$ cat config.mk
export PLATFORM = sky130hd
export DESIGN_NAME = alu_issue_stage
export DESIGN_NICKNAME = d
export VERILOG_FILES = /design/src/rtl/alu_issue_stage.sv
export SDC_FILE = /design/constraint.sdc
export NUM_CORES = 1
export LEC_CHECK = 0
export CORE_ASPECT_RATIO = 0.75
export CORE_UTILIZATION = 40
export CTS_CLUSTER_SIZE = 40
export DETAILED_ROUTE_END_ITERATION = 12
export GPL_TIMING_DRIVEN = 0
export MAX_ROUTING_LAYER = met4
export PLACE_DENSITY = 0.89
export SETUP_SLACK_MARGIN = 0.1
export SLEW_MARGIN = 5
export SYNTH_ARGS = -nofsm -noshare
export SYNTH_HDL_FRONTEND = slang
export SYNTH_SLANG_ARGS = --single-unit
$ cat constraint.sdc
create_clock -name clk_i -period 3 [get_ports clk_i]
set_input_delay 0.9 -clock clk_i [delete_from_list [all_inputs] [get_ports clk_i]]
set_output_delay 0.9 -clock clk_i [all_outputs]
set_load 0.01 [all_outputs]
$ cat src/rtl/alu_issue_stage.sv
// Issue stage ahead of the ALU: decodes RV32I OP/OP-IMM/LUI/AUIPC, reads operands
// with write-back bypass and holds one issued entry behind a valid/ready handshake.
module alu_issue_stage #(
  parameter bit BYPASS_EN      = 1'b1,
  parameter bit NOP_ON_ILLEGAL = 1'b1
) (
  input  logic        clk_i,
  input  logic        rst_i,
  input  logic        in_valid_i,
  output logic        in_ready_o,
  input  logic [31:0] instr_i,
  input  logic [31:0] pc_i,
  input  logic        flush_i,
  output logic [4:0]  rs1_addr_o,
  output logic [4:0]  rs2_addr_o,
  input  logic [31:0] rs1_data_i,
  input  logic [31:0] rs2_data_i,
  input  logic        wb_we_i,
  input  logic [4:0]  wb_rd_i,
  input  logic [31:0] wb_data_i,
  output logic        out_valid_o,
  input  logic        out_ready_i,
  output logic [31:0] a_o,
  output logic [31:0] b_o,
  output logic [2:0]  alu_op_o,
  output logic [4:0]  rd_o,
  output logic        illegal_o
);

  localparam logic [6:0] OPC_OP    = 7'b0110011;
  localparam logic [6:0] OPC_IMM   = 7'b0010011;
  localparam logic [6:0] OPC_LUI   = 7'b0110111;
  localparam logic [6:0] OPC_AUIPC = 7'b0010111;

  logic        r_valid;
  logic [31:0] r_a;
  logic [31:0] r_b;
  logic [2:0]  r_op;
  logic [4:0]  r_rd;
  logic        r_ill;

  logic [6:0]  w_opcode;
  logic [2:0]  w_f3;
  logic [6:0]  w_f7;
  logic        w_f7b5;
  logic        w_is_op;
  logic        w_f7_zero;
  logic        w_f7_alt_ok;
  logic [31:0] w_rs1_val;
  logic [31:0] w_rs2_val;
  logic [31:0] w_imm_i;
  logic [31:0] w_imm_u;
  logic [31:0] w_shamt;
  logic [31:0] w_a;
  logic [31:0] w_b;
  logic [2:0]  w_op;
  logic [4:0]  w_rd;
  logic        w_ill;
  logic        w_accept;

  function automatic logic [31:0] read_operand(input logic [4:0] addr, input logic [31:0] rf_data,
                                               input logic we, input logic [4:0] wb_rd,
                                               input logic [31:0] wb_data);
    if (addr == 5'd0)
      return 32'd0;
    else if (BYPASS_EN && we && (wb_rd == addr))
      return wb_data;
    else
      return rf_data;
  endfunction

  assign rs1_addr_o  = instr_i[19:15];
  assign rs2_addr_o  = instr_i[24:20];
  assign w_opcode    = instr_i[6:0];
  assign w_f3        = instr_i[14:12];
  assign w_f7        = instr_i[31:25];
  assign w_f7b5      = instr_i[30];
  assign w_is_op     = (w_opcode == OPC_OP);
  assign w_f7_zero   = (w_f7 == 7'b0000000);
  assign w_f7_alt_ok = w_f7_zero || (w_f7 == 7'b0100000);
  assign w_imm_i     = {{20{instr_i[31]}}, instr_i[31:20]};
  assign w_imm_u     = {instr_i[31:12], 12'b0};
  assign w_shamt     = {27'd0, instr_i[24:20]};
  assign w_rs1_val   = read_operand(rs1_addr_o, rs1_data_i, wb_we_i, wb_rd_i, wb_data_i);
  assign w_rs2_val   = read_operand(rs2_addr_o, rs2_data_i, wb_we_i, wb_rd_i, wb_data_i);

  // Shift immediates carry only the shift amount in operand b.
  always_comb begin
    w_a   = w_rs1_val;
    w_b   = w_rs2_val;
    w_op  = 3'b000;
    w_rd  = instr_i[11:7];
    w_ill = 1'b0;
    case (w_opcode)
      OPC_OP, OPC_IMM: begin
        if (!w_is_op)
          w_b = ((w_f3 == 3'b001) || (w_f3 == 3'b101)) ? w_shamt : w_imm_i;
        case (w_f3)
          3'b000: begin
            w_op  = (w_is_op && w_f7b5) ? 3'b001 : 3'b000;
            w_ill = w_is_op && !w_f7_alt_ok;
          end
          3'b001: begin
            w_op  = 3'b101;
            w_ill = !w_f7_zero;
          end
          3'b100: begin
            w_op  = 3'b100;
            w_ill = w_is_op && !w_f7_zero;
          end
          3'b101: begin
            w_op  = w_f7b5 ? 3'b111 : 3'b110;
            w_ill = !w_f7_alt_ok;
          end
          3'b110: begin
            w_op  = 3'b011;
            w_ill = w_is_op && !w_f7_zero;
          end
          3'b111: begin
            w_op  = 3'b010;
            w_ill = w_is_op && !w_f7_zero;
          end
          default: w_ill = 1'b1;
        endcase
      end
      OPC_LUI: begin
        w_a = 32'd0;
        w_b = w_imm_u;
      end
      OPC_AUIPC: begin
        w_a = pc_i;
        w_b = w_imm_u;
      end
      default: w_ill = 1'b1;
    endcase
    if (w_ill && NOP_ON_ILLEGAL) begin
      w_a  = 32'd0;
      w_b  = 32'd0;
      w_op = 3'b000;
      w_rd = 5'd0;
    end
  end

  assign in_ready_o = !r_valid || out_ready_i;
  assign w_accept   = in_valid_i && in_ready_o && !flush_i;

  always_ff @(posedge clk_i or posedge rst_i) begin
    if (rst_i) begin
      r_valid <= 1'b0;
      r_a     <= 32'd0;
      r_b     <= 32'd0;
      r_op    <= 3'b000;
      r_rd    <= 5'd0;
      r_ill   <= 1'b0;
    end else if (flush_i) begin
      r_valid <= 1'b0;
    end else if (w_accept) begin
      r_valid <= 1'b1;
      r_a     <= w_a;
      r_b     <= w_b;
      r_op    <= w_op;
      r_rd    <= w_rd;
      r_ill   <= w_ill;
    end else if (out_ready_i) begin
      r_valid <= 1'b0;
    end
  end

  assign out_valid_o = r_valid;
  assign a_o         = r_a;
  assign b_o         = r_b;
  assign alu_op_o    = r_op;
  assign rd_o        = r_rd;
  assign illegal_o   = r_ill;

endmodule

==> impl_metrics.ini <==
[status]
outcome = completed

[sta]
hold_viol = 0
slew_violations = 0
worst_pin_slew_ns = 0.496
fmax_mhz = 343
setup_violations = 0
setup_slack_ns = 0.0882
whs_ns = 0.487
min_period_ns = 2.91
rsz0062_at_grt = yes
finalSetupTns_ns = 0
min_period_over_period = 0.971
slew_headroom = 0.669
clock_skew_ns = 0.00695

[floorplan]
fp.dieW_um = 128
rows = 34
initial_utilization = 0.411
core_um2 = 11600
fp.dieH_um = 96.4
io_pins = 256
die-area_um2 = 12300

[clock_tree]
cts_root_buffer = clkbuf_16
cts_tree = built
clk_pin_slew_ns = 0.05
cts_buffer_depth = 2
cts_hold_repair.buffers = 0
cts_buffers = 9
clk_latency_ns = 0.34
cts_htree_levels = 3
clkSinkCount = 74

[global_route]
grt_pass1_wl_mm = 28.2
grt_pass1_vias = 5347
antenna_found_initial = 0
grt-ovfl-total = 0
grt_max_degree = 41
grt_usage = 0.317

[yosys]
ys_warn_count = 0
netlist_instances = 513
synthesis.area_um2 = 4750
ys_types = 44
syn-num-nets = 684
synth-seq-area-share = 0.390
synthArstFlopShare = 1.00
synth-edff-count = 0
synth.avg_cell_area_um2 = 9.26
synth_ff_type = dfrtp_1
ys_ff_latch = 74

[critical_path]
cp-startpoint = instr_i[21]
worstSetupEndpointType = primary output
required_ns = 2.10
cp_max_fo = 6
r2r-start = out_valid_o$_DFFE_PP0P_
rrSetupSlack_ns = 0.91
cp_data_arrival_time_ns = 2.01
start_kind = input pin
crit_type = input pin to primary output

[routing]
post-route-drc-count = 0
via_per_inst = 5.64
num_vias = 5340
drt-total-wl_mm = 18.8
drtPass1Iterations = 5
wire_per_inst_um = 19.9
postRouteAntennaNets = 0
drtIter0Drc = 366

[power]
worst_ir_drop_vdd_mv = 0.230
power_density_nw_per_um2 = 354
p_leak_uw = 0.00315

[placed_design]
dp_slack_ns = -0.336
place.detailed.hpwl_mm = 14.8
io_buffer_count = 253
gp_congestion = 0.871
placed_cell_area_um2 = 7510
place_inst = 929

[finish]
fin_cells = 946
diodes = 0
drive_gt1_frac = 0.117
finalNetCount = 950
design_area_um2 = 7870
area_growth_pct = 65.6

[hold_path]
min_path_type = flip-flop to flip-flop
min-delay-start = alu_op_o[1]$_DFFE_PP0P_

[job]
drv_cap = 0
routing by layer:
metal  track usage  up-vias  part of all wire
met1         0.379     2613              0.41
met2         0.536      277              0.49
met5             -        -                 0
met4         0.120        0             0.024
met3        0.0644       29             0.082
li1              -     2421                 -
final cells by class:
cell class	count	area, µm²
well taps	162	203
multi-input cells	376	2570
clock inverters	4	72.6
clock buffers	12	267
repair buffers	255	2550
plain buffers	54	322
inverters	9	36.3
fillers	946	3700
flip-flops and latches	74	1850
Yosys cell counts (3+ instances only):
library cell / count / area, µm²
xor2_1: 8 / 70.1
o211ai_2: 11 / 138
o21ai_1: 13 / 65.1
nor2_1: 20 / 75.1
nor2_2: 3 / 18.8
mux2i_1: 43 / 430
nand2_1: 38 / 143
a21o_1: 9 / 67.6
nor2b_1: 3 / 18.8
and3_1: 12 / 75.1
o21ai_0: 34 / 170
buf_2: 9 / 45.0
buf_4: 12 / 90.1
inv_1: 9 / 33.8
buf_6: 7 / 78.8
clkbuf_1: 25 / 93.8
a21oi_1: 35 / 175
a22o_1: 13 / 114
nor3_1: 9 / 45.0
nand3_1: 19 / 95.1
a21boi_0: 12 / 90.1
a31oi_1: 9 / 56.3
a22oi_1: 44 / 330
nor4_1: 3 / 18.8
dfrtp_1: 74 / 1850
o21ai_2: 17 / 149
sequential cells by signal (all words and copies together) (netlist names):
name         flops
out_valid_o      1
b_o             32
illegal_o        1
rd_o             5
a_o             32
alu_op_o         3
stage by stage:
| step | util | power [µW] |
|---|---|---|
| final | 0.680 | 2790 |
| after global routing | 0.680 | 2870 |
| after CTS | 0.678 | 2790 |
| after detailed placement | 0.649 | 1570 |
| after global placement | 0.647 | 1550 |
| after floorplan | - | 1220 |
placed cells by master, fill, tap and decap left out, types with 9 or more instances in the layout:
cell type	n
nand2_1	38
clkbuf_1	20
clkdlybuf4s50_1	242
and3_1	12
nand3_1	19
a21boi_0	12
a31oi_1	9
dlygate4sd2_1	9
nor2_1	20
a21o_1	9
a22oi_1	44
buf_4	13
mux2i_1	43
dfrtp_1	74
a22o_1	13
o21ai_0	34
a21oi_1	35
clkbuf_16	9
o21ai_2	17
o211ai_2	11
o21ai_1	13
critical path: stages:
cell and delay (ns):
dlygate4sd2_1 0.41, buf_4 0.18, clkdlybuf4s50_1 0.52
worst paths after layout:
kind                                      endpoint  depth (start not counted)
setup / recovery                     rs2_addr_o[1]                          3
hold / removal             alu_op_o[1]$_DFFE_PP0P_                          2
setup reg to reg               a_o[15]$_DFFE_PP0P_                          7
hold reg to reg            alu_op_o[1]$_DFFE_PP0P_                          2
max in group asynchronous      b_o[19]$_DFFE_PP0P_                          3
min in group asynchronous       a_o[2]$_DFFE_PP0P_                          2
logic make-up after synthesis:
logic type             share of synthesized area
flip-flops                                 0.390
AO/OA/AOI/OAI                              0.296
AND/OR/NAND/NOR                            0.133
multiplexers                              0.0906
XOR/XNOR                                  0.0184
buffers and inverters                     0.0729
power by group:
part	total, µW	leakage [µW]	switching, µW	internal (µW)
combinational	542	0.00195	244	297
sequential	1010	0.00103	5.39	1010
clock	1230	0.000165	436	795
what timing repair did:
item | in CTS | in global routing
endpoints found under the setup margin | 39 | 41
hold endpoints to repair | 0 | 0
pin swaps | 0 | 1
resized for setup | 12 | 14
setup buffers | 0 | 1
Power figures use the tool's default switching activity.
